[src/rtl/i2c_arbiter.sv]
`default_nettype none
// ============================================================================
// Module      : i2c_arbiter
// Description : Round-robin arbiter that lets NUM_REQ requesters share a
//               single i2c_controller. The winner's 24-bit frame
//               {device address, register word} is latched at grant time
//               and re-issued up to MAX_RETRY extra times after a NACK.
//               The requester then gets a one-cycle done (ACK) or nack
//               (retries exhausted) pulse on its grant bit.
//
// Ports       : clk            - sole clock, rising edge
//               rst_n          - asynchronous active-low reset
//               req            - per-requester request level
//               req_data       - per-requester frame, slot i at [24i+23:24i]
//               gnt            - one-hot grant, zero when idle
//               done / nack    - one-cycle completion pulses on the grant bit
//               busy           - arbiter is not idle
//               transfer_start - start level to the controller
//               transfer_data  - latched frame to the controller
//               transfer_end   - completion level from the controller
//               transfer_ack_n - controller ACK status (1 = NACK)
//
// Revision    : 1.0 - initial release
// ============================================================================
module i2c_arbiter #(
    parameter int NUM_REQ   = 4,
    parameter int MAX_RETRY = 3
) (
    input  logic                    clk,
    input  logic                    rst_n,
    input  logic [NUM_REQ-1:0]      req,
    input  logic [24*NUM_REQ-1:0]   req_data,
    output logic [NUM_REQ-1:0]      gnt,
    output logic [NUM_REQ-1:0]      done,
    output logic [NUM_REQ-1:0]      nack,
    output logic                    busy,
    output logic                    transfer_start,
    output logic [23:0]             transfer_data,
    input  logic                    transfer_end,
    input  logic                    transfer_ack_n
);

    // ------------------------------------------------------------------------
    // Constants
    // ------------------------------------------------------------------------
    localparam int c_idx_w = (NUM_REQ > 1) ? $clog2(NUM_REQ) : 1;
    localparam int c_rty_w = (MAX_RETRY > 0) ? $clog2(MAX_RETRY + 1) : 1;

    localparam logic [1:0] c_st_idle = 2'd0;
    localparam logic [1:0] c_st_xfer = 2'd1;
    localparam logic [1:0] c_st_gap  = 2'd2;

    localparam logic [c_idx_w-1:0] c_last_rst = c_idx_w'(NUM_REQ - 1);
    localparam logic [c_rty_w-1:0] c_max_rty  = c_rty_w'(MAX_RETRY);

    // ------------------------------------------------------------------------
    // State
    // ------------------------------------------------------------------------
    logic [1:0]          r_state;
    logic [NUM_REQ-1:0]  r_gnt;
    logic [NUM_REQ-1:0]  r_done;
    logic [NUM_REQ-1:0]  r_nack;
    logic                r_busy;
    logic                r_start;
    logic [23:0]         r_data;
    logic [c_rty_w-1:0]  r_retry;
    logic                r_retry_pend;
    logic [c_idx_w-1:0]  r_idx;
    logic [c_idx_w-1:0]  r_last;

    // ------------------------------------------------------------------------
    // Round-robin selection
    // ------------------------------------------------------------------------
    // (base + k) mod NUM_REQ; base < NUM_REQ and k <= NUM_REQ, so a single
    // conditional subtraction is enough.
    function automatic logic [c_idx_w-1:0] f_wrap_add(
        input logic [c_idx_w-1:0] base,
        input int                 k
    );
        int sum;
        sum = int'(base) + k;
        if (sum >= NUM_REQ) begin
            sum = sum - NUM_REQ;
        end
        return c_idx_w'(sum);
    endfunction

    logic [c_idx_w-1:0]  w_sel_idx;
    logic                w_sel_vld;
    logic [NUM_REQ-1:0]  w_sel_oh;
    logic [23:0]         w_sel_data;
    logic                w_can_retry;

    // Walk the candidates from farthest to nearest so that the nearest set
    // request after last_grant is the one left standing.
    always_comb begin
        w_sel_idx = r_last;
        w_sel_vld = 1'b0;
        for (int k = NUM_REQ; k >= 1; k--) begin
            if (req[f_wrap_add(r_last, k)]) begin
                w_sel_idx = f_wrap_add(r_last, k);
                w_sel_vld = 1'b1;
            end
        end
    end

    always_comb begin
        w_sel_oh            = '0;
        w_sel_oh[w_sel_idx] = 1'b1;
    end

    assign w_sel_data  = req_data[24*w_sel_idx +: 24];
    assign w_can_retry = (r_retry < c_max_rty);

    // ------------------------------------------------------------------------
    // Control FSM
    // ------------------------------------------------------------------------
    always_ff @(posedge clk or negedge rst_n) begin
        if (!rst_n) begin
            r_state      <= c_st_idle;
            r_gnt        <= '0;
            r_done       <= '0;
            r_nack       <= '0;
            r_busy       <= 1'b0;
            r_start      <= 1'b0;
            r_data       <= '0;
            r_retry      <= '0;
            r_retry_pend <= 1'b0;
            r_idx        <= '0;
            r_last       <= c_last_rst;
        end else begin
            // done/nack are single-cycle pulses: only the XFER exit sets them.
            r_done <= '0;
            r_nack <= '0;

            case (r_state)
                c_st_idle: begin
                    if (w_sel_vld) begin
                        r_state      <= c_st_xfer;
                        r_busy       <= 1'b1;
                        r_gnt        <= w_sel_oh;
                        r_idx        <= w_sel_idx;
                        r_data       <= w_sel_data;
                        r_retry      <= '0;
                        r_retry_pend <= 1'b0;
                        r_start      <= 1'b1;
                    end
                end

                c_st_xfer: begin
                    if (transfer_end) begin
                        r_state <= c_st_gap;
                        r_start <= 1'b0;
                        if (!transfer_ack_n) begin
                            r_done       <= r_gnt;
                            r_retry_pend <= 1'b0;
                        end else if (w_can_retry) begin
                            r_retry      <= r_retry + 1'b1;
                            r_retry_pend <= 1'b1;
                        end else begin
                            r_nack       <= r_gnt;
                            r_retry_pend <= 1'b0;
                        end
                    end
                end

                c_st_gap: begin
                    // Wait for the controller to drop its end level before
                    // either re-issuing the same frame or releasing the bus.
                    if (!transfer_end) begin
                        if (r_retry_pend) begin
                            r_state      <= c_st_xfer;
                            r_start      <= 1'b1;
                            r_retry_pend <= 1'b0;
                        end else begin
                            r_state <= c_st_idle;
                            r_busy  <= 1'b0;
                            r_gnt   <= '0;
                            r_last  <= r_idx;
                        end
                    end
                end

                default: begin
                    r_state      <= c_st_idle;
                    r_busy       <= 1'b0;
                    r_gnt        <= '0;
                    r_start      <= 1'b0;
                    r_retry_pend <= 1'b0;
                end
            endcase
        end
    end

    // ------------------------------------------------------------------------
    // Outputs (all driven straight from registers)
    // ------------------------------------------------------------------------
    assign gnt            = r_gnt;
    assign done           = r_done;
    assign nack           = r_nack;
    assign busy           = r_busy;
    assign transfer_start = r_start;
    assign transfer_data  = r_data;

endmodule
`default_nettype wire

[config.mk]
export PLATFORM = sky130hd
export DESIGN_NAME = i2c_arbiter
export DESIGN_NICKNAME = d
export VERILOG_FILES = /design/src/rtl/i2c_arbiter.sv
export SDC_FILE = /design/constraint.sdc
export NUM_CORES = 1
export LEC_CHECK = 0
export BUFFER_PORTS_ARGS = -buffer_cell sky130_fd_sc_hd__buf_2
export CORE_UTILIZATION = 41
export CTS_CLUSTER_DIAMETER = 50
export DETAILED_ROUTE_END_ITERATION = 10
export PLACE_DENSITY = 0.87
export SYNTH_ARGS = -nofsm -noshare
export SYNTH_HDL_FRONTEND = slang
export SYNTH_SLANG_ARGS = --single-unit
[constraint.sdc]
create_clock -name clk -period 1.9 [get_ports clk]
set_clock_uncertainty 0.1 [all_clocks]
set_input_delay 0.095 -clock clk [delete_from_list [all_inputs] [get_ports clk]]
set_output_delay 0.095 -clock clk [all_outputs]
set_load 0.02 [all_outputs]
== Word-level counts from Yosys, hierarchy flattened ==
Index checks and enable logic that the tools add are counted.

* Register bits: 47
* Latch bits: 0
* Bits in writable memories: 0
* ROM bits: 0
* Input bits: 104
* Logic and storage cells: 111
* Memories kept: 0

* $add $sub $neg: 9
* Multiply operators: 1
* Divide/modulo/power cells: 0
* Magnitude comparators: 11
* Equality and inequality tests: 9
* Shifts and indexed selects: 1
* Muxes and demuxes: 57
* Bitwise logic cells: 3
* Reductions and logical operators: 9

{| class="wikitable"
|+ Operators with widths
! operator !! count
|-
| $shiftx 96x8->24 || 1
|-
| $mux 4 || 10
|-
| $mux 2 || 15
|-
| $mux 1 || 21
|-
| $lt 2x3->1 const B || 5
|-
| $ne 2x2->1 const B || 7
|-
| $pmux 4 s3 || 1
|-
| $ge 3x3->1 const B || 3
|-
| $pmux 1 s3 || 3
|-
| $bmux 1 s2 || 4
|-
| $reduce_and 4->1 || 2
|-
| $sub 2x1->2 const B || 4
|-
| $add 2x2->3 const B || 2
|-
| $pmux 2 s3 || 1
|-
| $reduce_and 3->1 || 2
|-
| $reduce_and 5->1 || 1
|-
| $add 2x3->4 const B || 1
|-
| $ge 4x3->1 const B || 1
|-
| $mul 2x2->4 const A || 1
|-
| $pmux 2 s2 || 1
|-
| $add 2x1->3 const B || 1
|-
| $not 1->1 || 3
|-
| $add 2x1->2 const B || 1
|-
| $demux 1 s2 || 1
|-
| 8 further kinds || 8
|}

== Logic depth before layout (Yosys ltp) ==
Gate-level depths: netlist of the first run.

* Depth in word-level cells: 15
* Gate-level depth with buffers: 8
* Gate-level depth less buffers: 5

== Worst setup path after synthesis of the first run ==
No wires, ideal clock.

* Path kind: flip-flop to flip-flop
* Start point: reg r_last[0]
* End point: reg r_data[10], in the netlist transfer_data[10]
* Arrival: 1.633 ns
* Slack: 0.037 ns
* Stages on the path, launching flop included: 9
* Period minus slack after synthesis: 1.863 ns
* Cells stage by stage: dfstp_2 -> buf_4 -> or2b_1 -> o21ai_1 -> a221o_1 -> buf_6 -> buf_6 -> a32oi_1 -> a31oi_1

* Cells in the longest elaborated chain, start to end: 11

{| class="wikitable"
|+ RTL lines
! what !! line !! text
|-
| start, declared || 69 || <nowiki>logic [c_idx_w-1:0] r_last;</nowiki>
|-
| start signal, assigned || 130 || <nowiki>r_last <= c_last_rst;</nowiki>
|-
| start signal, assigned || 179 || <nowiki>r_last <= r_idx;</nowiki>
|-
| $add 2x3->4 || 81 || <nowiki>sum = int'(base) + k;</nowiki>
|-
| $ge 4x3->1 / $sub 2x1->2 (equally long branches) || 82, 83 ||
|-
| $mux 2 || 82 || <nowiki>if (sum >= NUM_REQ) begin</nowiki>
|-
| $bmux 1 s2 || 100 || <nowiki>if (req[f_wrap_add(r_last, k)]) begin</nowiki>
|-
| $mux 1 (not written as such) || 100 ||
|-
| $mux 2 (4 in a row) || 100 ||
|-
| $mul 2x2->4 || 112 || <nowiki>assign w_sel_data = req_data[24*w_sel_idx +: 24];</nowiki>
|-
| $shiftx 96x8->24 || 112 ||
|-
| end signal, assigned || 143 || <nowiki>r_data <= w_sel_data;</nowiki>
|-
| end, declared || 65 || <nowiki>logic [23:0] r_data;</nowiki>
|}

Parallel ways exist; a longest one is shown, timed or not. The select of a mux whose other input is x is not followed.
A chain may end at the register's enable or synchronous reset.

== Final worst setup path of the first run ==
* Start point: reg r_last[0]
* End point: reg r_data[20], in the netlist transfer_data[20]

Same word-level chain as after synthesis.

==> impl_results.rst, run 1 <==
.. list-table::
   :header-rows: 1

   * - Metric
     - Value
   * - Outcome
     - finished with violations
   * - Violated checks
     - setup timing
   * - Via density per instance
     - 5.75
   * - Number of DRC violations after detailed-routing iteration 0
     - 157
   * - Clock edge transition at the registers on the reported setup and hold paths
     - 90 ps
   * - Routed len/inst
     - 16.2 um
   * - Synth unique cells
     - 41
   * - Final critical-path required period
     - 1970 ps
   * - Maximum number of pins on one net before global-route repair
     - 46
   * - Min Hold Slack
     - 5.30 ps
   * - Later-pin clock latency in the skew report
     - 300 ps
   * - Top Ports
     - 142
   * - Fraction of final layout cells sized beyond drive strength 1
     - 0.435
   * - Total nets after synthesis
     - 396
   * - Cell count of the worst reg-to-reg path
     - 6
   * - First drt pass iteration count
     - 5
   * - Endpoint of the most critical register-to-register path
     - transfer_data[20]
   * - Most common cell after layout, fill and taps aside
     - sky130_fd_sc_hd__buf_2
   * - CTS Root Buffer Type
     - sky130_fd_sc_hd__clkbuf_8
   * - Post-route clock period utilization
     - 1.03
   * - Worst slew margin
     - 0.473
   * - Maximum buffer depth of the clock tree
     - 2
   * - Stage delay of the slowest cell on the critical path
     - 600 ps
   * - Achievable Freq
     - 0.509 GHz
   * - Grt ovf
     - 0
   * - Number of antenna violations at the first check in global routing
     - 0
   * - Net switching power
     - 0.00274 W
   * - Count of standard-cell rows
     - 29
   * - Synthesized flop and latch total
     - 47
   * - Hold path cells
     - 3
   * - Power per standard cell area
     - 1650 nW/um2
   * - Dominant delay contributor by cell family on the critical path
     - compound AO/OA/AOI/OAI gates
   * - Antenna fix cells
     - 0
   * - Power share of the combinational group
     - 0.572
   * - Fraction of power spent switching nets
     - 0.444
   * - Startpoint of the worst hold path
     - req_data[29]
   * - Final-report max-slew violation count
     - 0
   * - Hold worst-path end
     - transfer_data[5]
   * - Cell with the biggest individual delay on the critical path
     - sky130_fd_sc_hd__dfstp_2
   * - Final setup violating endpoints
     - 11
   * - Die Ht
     - 83.2 um
   * - Total length of routed wires
     - 8300 um
   * - Synth Area per Inst
     - 9.28 um2
   * - GP Congestion
     - 0.931
   * - Share of total power in sequential cells
     - 0.285
   * - Vias
     - 2,938
   * - Category of the worst setup path launch point
     - register
   * - Depth of the CTS H-tree
     - 2
   * - Area growth from synthesis to layout
     - 38.6%
   * - Area of the core
     - 6350 um2
   * - Clk pwr share
     - 0.143
   * - Leakage power of the design
     - 1.82 nW
   * - Via count of the first global-routing pass
     - 2,874
   * - Largest fanout on the critical path
     - 45
   * - Most used cells in the layout excluding fill and tap cells
     - 141 x sky130_fd_sc_hd__buf_2, 45 x sky130_fd_sc_hd__dfrtp_1, 32 x sky130_fd_sc_hd__nor2_1
   * - Yosys warning total
     - 0
   * - DIE AREA
     - 6920 um2
   * - Pwr Total
     - 0.00617 W
   * - Sequence of cells on the critical path
     - or2b_1 > o21ai_1 > a221o_1 > buf_12 > a32oi_2 > a31oi_2
   * - Final Hold Fails
     - 0
   * - Internal
     - 0.00343 W
   * - Slew of the pin with the lowest slew margin
     - 791 ps
   * - Global routing usage summed across all routing layers
     - 0.242
   * - Worst reg2reg startpoint
     - r_last[0]
   * - Endpoint kind of the worst setup timing path
     - register
   * - Maxcap violations
     - 0
   * - Clock tree from TritonCTS
     - done
   * - Final worst setup slack
     - -65.1 ps
   * - Number of instances in the synthesized netlist
     - 291
   * - CP bufs+invs
     - 1
   * - Cell area after synthesis
     - 2700 um2
   * - Worst slack at placement
     - -40.8 ps
   * - Half-perimeter wire length after detailed placement
     - 5900 um
   * - Global-route wire length before repair
     - 13,600 um
   * - Critical setup path kind
     - register to register
   * - Post-synthesis sequential area ratio
     - 0.436
   * - Floorplan die width
     - 83.2 um
   * - R2R Setup Slk
     - -70 ps
   * - Sinks on Clock Net
     - 47
   * - Initial core utilization
     - 0.425
   * - Antenna Violating Nets Remaining
     - 0
   * - Data arrival time of the critical path
     - 2040 ps
   * - Input/output buffers
     - 141
   * - Worst VDD drop
     - 0.000723 V
   * - RSZ-0062 raised after global routing
     - yes
   * - Layout Nets
     - 538
   * - TritonCTS buffer count
     - 5
   * - Data required, critical path
     - 1970 ps
   * - Worst min path class
     - primary input to register
   * - Total DRC errors in the routed layout
     - 0
worst min-delay path, delay by kind of cell:
family          cells  cell delay (ps)
compound gates      2              200
buf+inv             1               80
per-layer routing:
layer | part of all wire | track usage
met2 | 0.50 | 0.417
met3 | 0.072 | 0.0477
met1 | 0.41 | 0.306
met4 | 0.018 | 0.0737
met5 | 0 | 0
power by group through the flow:
stage / Sequential [W] / Clock [W] / Combinational [W]
4_1_cts: 0.00175 / 0.000899 / 0.00344
6_report: 0.00176 / 0.000883 / 0.00353
2_1_floorplan: 0.00206 / 0 / 0.00209
3_3_place_gp: 0.00176 / 0 / 0.00327
3_5_place_dp: 0.00178 / 0 / 0.00339
5_1_grt: 0.00180 / 0.000942 / 0.00384
logic make-up (layout without fill, tap and decap cells):
| family | count (synthesis) | in the layout | share of synthesized area |
|---|---|---|---|
| buf+inv | 30 | 173 | 0.0653 |
| fa+ha+maj | 1 | 1 | 0.00463 |
| mux | 4 | 4 | 0.0167 |
| flops | 47 | 47 | 0.436 |
| compound gates | 123 | 123 | 0.315 |
| xor+xnor | 1 | 1 | 0.00324 |
| simple gates | 85 | 85 | 0.159 |
synthesized netlist by cell type:
cell,instances,share of area
sky130_fd_sc_hd__dfrtp_1,45,0.42
sky130_fd_sc_hd__nor2_1,32,0.044
sky130_fd_sc_hd__a31oi_1,27,0.063
sky130_fd_sc_hd__a21o_1,20,0.056
sky130_fd_sc_hd__nand3_1,20,0.037
sky130_fd_sc_hd__o21ai_0,20,0.037
sky130_fd_sc_hd__a32oi_1,19,0.062
sky130_fd_sc_hd__buf_2,15,0.028
sky130_fd_sc_hd__and2_1,8,0.019
sky130_fd_sc_hd__o21ai_1,7,0.013
sky130_fd_sc_hd__a22o_1,6,0.019
sky130_fd_sc_hd__and3_1,6,0.014
sky130_fd_sc_hd__clkbuf_1,6,0.0083
sky130_fd_sc_hd__a21boi_1,5,0.014
sky130_fd_sc_hd__a22oi_1,5,0.014
sky130_fd_sc_hd__buf_6,5,0.021
sky130_fd_sc_hd__nand2_1,5,0.0069
sky130_fd_sc_hd__a21oi_1,4,0.0074
sky130_fd_sc_hd__mux2_2,4,0.017
sky130_fd_sc_hd__nor3_1,3,0.0056
sky130_fd_sc_hd__o22ai_1,3,0.0069
sky130_fd_sc_hd__a32o_1,2,0.0074
sky130_fd_sc_hd__buf_4,2,0.0056
sky130_fd_sc_hd__dfstp_2,2,0.019
sky130_fd_sc_hd__inv_1,2,0.0028
sky130_fd_sc_hd__nand2b_1,2,0.0046
sky130_fd_sc_hd__nor2b_1,2,0.0046
sky130_fd_sc_hd__a21oi_2,1,0.0032
sky130_fd_sc_hd__a221o_1,1,0.0037
sky130_fd_sc_hd__and3b_1,1,0.0032
sky130_fd_sc_hd__ha_1,1,0.0046
sky130_fd_sc_hd__nor2_2,1,0.0023
sky130_fd_sc_hd__nor2b_2,1,0.0032
sky130_fd_sc_hd__nor3_4,1,0.0060
sky130_fd_sc_hd__nor4b_1,1,0.0032
sky130_fd_sc_hd__o21a_2,1,0.0032
sky130_fd_sc_hd__o21bai_1,1,0.0028
sky130_fd_sc_hd__o2bb2ai_1,1,0.0032
sky130_fd_sc_hd__or2b_1,1,0.0028
sky130_fd_sc_hd__or3_1,1,0.0023
sky130_fd_sc_hd__xnor2_1,1,0.0032
final cells by class:
class	instances	area, um2
sequential	47	1180
clock buffer	5	68.8
timing repair buffer	163	920
multi-input combinational	214	1410
tap	77	96.3
fill	549	2610
inverter	2	7.51
clock inverter	3	67.6
registers in the layout (all words and copies together), names as in the netlist:
name            cells
nack                4
r_retry_pend        1
busy                1
transfer_start      1
r_state             2
gnt                 4
r_retry             2
transfer_data      24
r_last              2
done                4
r_idx               2
repair_timing:
action                                  4_1_cts  5_1_grt
endpoints found under the hold margin        33        0
buffers inserted                              2        1
endpoints found under the setup margin       19       25
pin swaps                                     0        1
gates resized for setup                       0        8
hold buffers                                  3        0
through the flow:
stage                     setup TNS, ps  area (um2)  std cells  utilization
after floorplan                       0        2700        291            -
after global placement                0        3510        497        0.553
after detailed placement           -169        3510        497        0.553
after CTS                         -2.30        3690        510        0.581
after global routing               -880        3740        511        0.590
final                              -116        3740        511        0.590
how the worst max path moves through the flow:
| stage | startpoint | end | cells after the start |
|---|---|---|---|
| 2_1_floorplan | r_last[0] | transfer_data[10] | 8 |
| 3_3_place_gp | r_last[0] | transfer_data[14] | 6 |
| 3_5_place_dp | r_last[0] | transfer_data[12] | 6 |
| 4_1_cts | r_last[0] | transfer_data[0] | 6 |
| 5_1_grt | r_last[0] | transfer_data[20] | 6 |
| 6_report | r_last[0] | transfer_data[20] | 6 |
(Power assumes the default switching activity.)
==> run 2, diff against run 1 <==
CORE_ASPECT_RATIO = 0.5   (was not set)
PLACE_DENSITY = 0.85   (was 0.87)
==> run 2 against run 1 <==
  * The run still ends with setup timing left
  * Fmax is 2.0% higher
  * Die area up 0.28%
  * Global-route usage down 0.11 points
  * Critical path depth stayed put
  * Cell area up 3.6%
  * Count of clock-buffer cells in the layout increased by 2
  * Sequential share of layout area decreased by 1.1 points
  * Cell count is 2.9% higher
  * Critical endpoint is now transfer_data[19]
  * Largest power group unchanged
  * Highest routed layer unchanged
==> impl_results.rst, run 2 (synthesized netlist as in run 1, its figures left out) <==
.. list-table::
   :header-rows: 1

   * - Metric
     - Value
   * - Number of DRC violations after detailed-routing iteration 0
     - 307
   * - Grt ovf
     - 0
   * - Area of the core
     - 6210 um2
   * - Depth of the CTS H-tree
     - 2
   * - Top Ports
     - 142
   * - Floorplan die width
     - 117 um
   * - First drt pass iteration count
     - 5
   * - Clock tree from TritonCTS
     - done
   * - Half-perimeter wire length after detailed placement
     - 5780 um
   * - Total DRC errors in the routed layout
     - 0
   * - Data arrival time of the critical path
     - 1990 ps
   * - RSZ-0062 raised after global routing
     - yes
   * - Violated checks
     - setup timing
   * - Antenna Violating Nets Remaining
     - 0
   * - Data required, critical path
     - 1960 ps
   * - Number of antenna violations at the first check in global routing
     - 0
   * - Dominant delay contributor by cell family on the critical path
     - compound AO/OA/AOI/OAI gates
   * - Global routing usage summed across all routing layers
     - 0.241
   * - Die Ht
     - 59.4 um
   * - Final setup violating endpoints
     - 2
   * - Via density per instance
     - 5.76
   * - Global-route wire length before repair
     - 12,900 um
   * - Leakage power of the design
     - 1.88 nW
   * - Area growth from synthesis to layout
     - 43.6%
   * - Post-route clock period utilization
     - 1.01
   * - CTS Root Buffer Type
     - sky130_fd_sc_hd__clkbuf_16
   * - Vias
     - 3,030
   * - Clock edge transition at the registers on the reported setup and hold paths
     - 60 ps
   * - Non-Filler Instances
     - 526
   * - Placed cell count
     - 514
   * - Pwr Total
     - 0.00648 W
   * - Most common cell after layout, fill and taps aside
     - sky130_fd_sc_hd__buf_2
   * - Antenna fix cells
     - 0
   * - Power per standard cell area
     - 1670 nW/um2
   * - Worst VDD drop
     - 0.000728 V
   * - Initial core utilization
     - 0.435
   * - Sinks on Clock Net
     - 47
   * - Final worst setup slack
     - -26.6 ps
   * - Layout Nets
     - 542
   * - Worst slack at placement
     - -58.2 ps
   * - Sequence of cells on the critical path
     - nand2b_4 > a21oi_1 > a221o_1 > buf_12 > a32oi_2 > a31oi_1
   * - Maximum buffer depth of the clock tree
     - 2
   * - Total length of routed wires
     - 8590 um
   * - Slew of the pin with the lowest slew margin
     - 501 ps
   * - Achievable Freq
     - 0.519 GHz
   * - Final Hold Fails
     - 0
   * - Endpoint kind of the worst setup timing path
     - register
   * - Maxcap violations
     - 0
   * - Input/output buffers
     - 141
   * - Maximum number of pins on one net before global-route repair
     - 39
   * - Fraction of final layout cells sized beyond drive strength 1
     - 0.454
   * - Final-report max-slew violation count
     - 0
   * - TritonCTS buffer count
     - 5
   * - Critical setup path kind
     - register to register
   * - Worst slew margin
     - 0.663
   * - DIE AREA
     - 6940 um2
   * - Worst min path class
     - primary input to register
   * - Most used cells in the layout excluding fill and tap cells
     - 141 x sky130_fd_sc_hd__buf_2, 45 x sky130_fd_sc_hd__dfrtp_1, 32 x sky130_fd_sc_hd__nor2_1
   * - Via count of the first global-routing pass
     - 2,703
   * - Final critical-path required period
     - 1930 ps
   * - Count of standard-cell rows
     - 20
   * - Routed len/inst
     - 16.3 um
   * - Outcome
     - finished with violations
   * - Stage delay of the slowest cell on the critical path
     - 610 ps
   * - Later-pin clock latency in the skew report
     - 290 ps
   * - GP Congestion
     - 0.862
   * - Cell with the biggest individual delay on the critical path
     - sky130_fd_sc_hd__dfstp_2
   * - Number of flip-flops in the largest register
     - 24
   * - CP bufs+invs
     - 1
   * - Largest fanout on the critical path
     - 38
   * - Category of the worst setup path launch point
     - register
[run 2: cell types whose count changed in the layout (fill, tap and decap cells not counted), moves of 2 or more]
cell	change
sky130_fd_sc_hd__dlygate4sd3_1	-2
sky130_fd_sc_hd__buf_4	+2
sky130_fd_sc_hd__bufinv_16	-2
sky130_fd_sc_hd__buf_12	+2
sky130_fd_sc_hd__a32oi_1	-3
sky130_fd_sc_hd__clkbuf_16	+6
sky130_fd_sc_hd__clkbuf_8	-3
sky130_fd_sc_hd__a32oi_2	+3
[run 2: timing repair]
item / in CTS / in global routing
pin swaps: 0 / 2
hold endpoints to repair: 18 / 0
hold buffers: 1 / 0
resized for setup: 2 / 11
cloned: 0 / 2
endpoints found under the setup margin: 19 / 23
setup buffers: 0 / 1
[run 2: final timing paths]
check / startpoint / to / slack, ps / cells past startpoint
max in group asynchronous: rst_n / nack[3] / 960 / 3
worst min register to register: busy / busy / 400 / 1
worst min-delay path: transfer_ack_n / r_retry_pend / 7 / 3
worst max-delay path: r_last[0] / transfer_data[19] / -30 / 6
worst max register to register: r_last[0] / transfer_data[19] / -30 / 6
min in group asynchronous: rst_n / transfer_data[5] / 220 / 2
[run 2: layout make-up]
| type | instances | area [um2] |
|---|---|---|
| Tap cell | 88 | 110 |
| Fill cell | 536 | 2330 |
| Inverter | 2 | 7.51 |
| Sequential cell | 47 | 1180 |
| Multi-Input combinational cell | 214 | 1430 |
| Clock buffer | 7 | 153 |
| Timing Repair Buffer | 167 | 991 |
| Clock inverter | 1 | 7.51 |
[run 2: layer usage]
metal,share of wire,wire length (um),up-vias,track usage
met5,0,0,-,0
met4,0.030,256,0,0.0814
met3,0.066,569,32,0.0378
met2,0.47,4060,151,0.400
met1,0.43,3710,1449,0.325
li1,-,-,1398,-
[run 2: metrics by stage]
stage / hold WS (ps) / util / cell area (um2) / TNS [ps]
final: 7.08 / 0.625 / 3880 / -29.8
after global routing: 12.4 / 0.625 / 3880 / -970
after CTS: 11.8 / 0.608 / 3770 / -32.9
after detailed placement: -7.83 / 0.578 / 3590 / -375
after global placement: -6.41 / 0.578 / 3590 / 0
after floorplan: -301 / - / 2700 / 0
[run 2: report_power, final]
| group | total, W | internal, W | switching [W] |
|---|---|---|---|
| Sequential | 0.00177 | 0.00145 | 0.000319 |
| Combinational | 0.00378 | 0.00161 | 0.00218 |
| Clock | 0.000931 | 0.000560 | 0.000372 |
[run 2: worst register-to-register path, stage by stage (launching register included)]
cell and delay [ps]:
sky130_fd_sc_hd__dfstp_2 610, sky130_fd_sc_hd__nand2b_4 170, sky130_fd_sc_hd__a21oi_1 60, sky130_fd_sc_hd__a221o_1 320
sky130_fd_sc_hd__buf_12 200, sky130_fd_sc_hd__a32oi_2 230, sky130_fd_sc_hd__a31oi_1 120
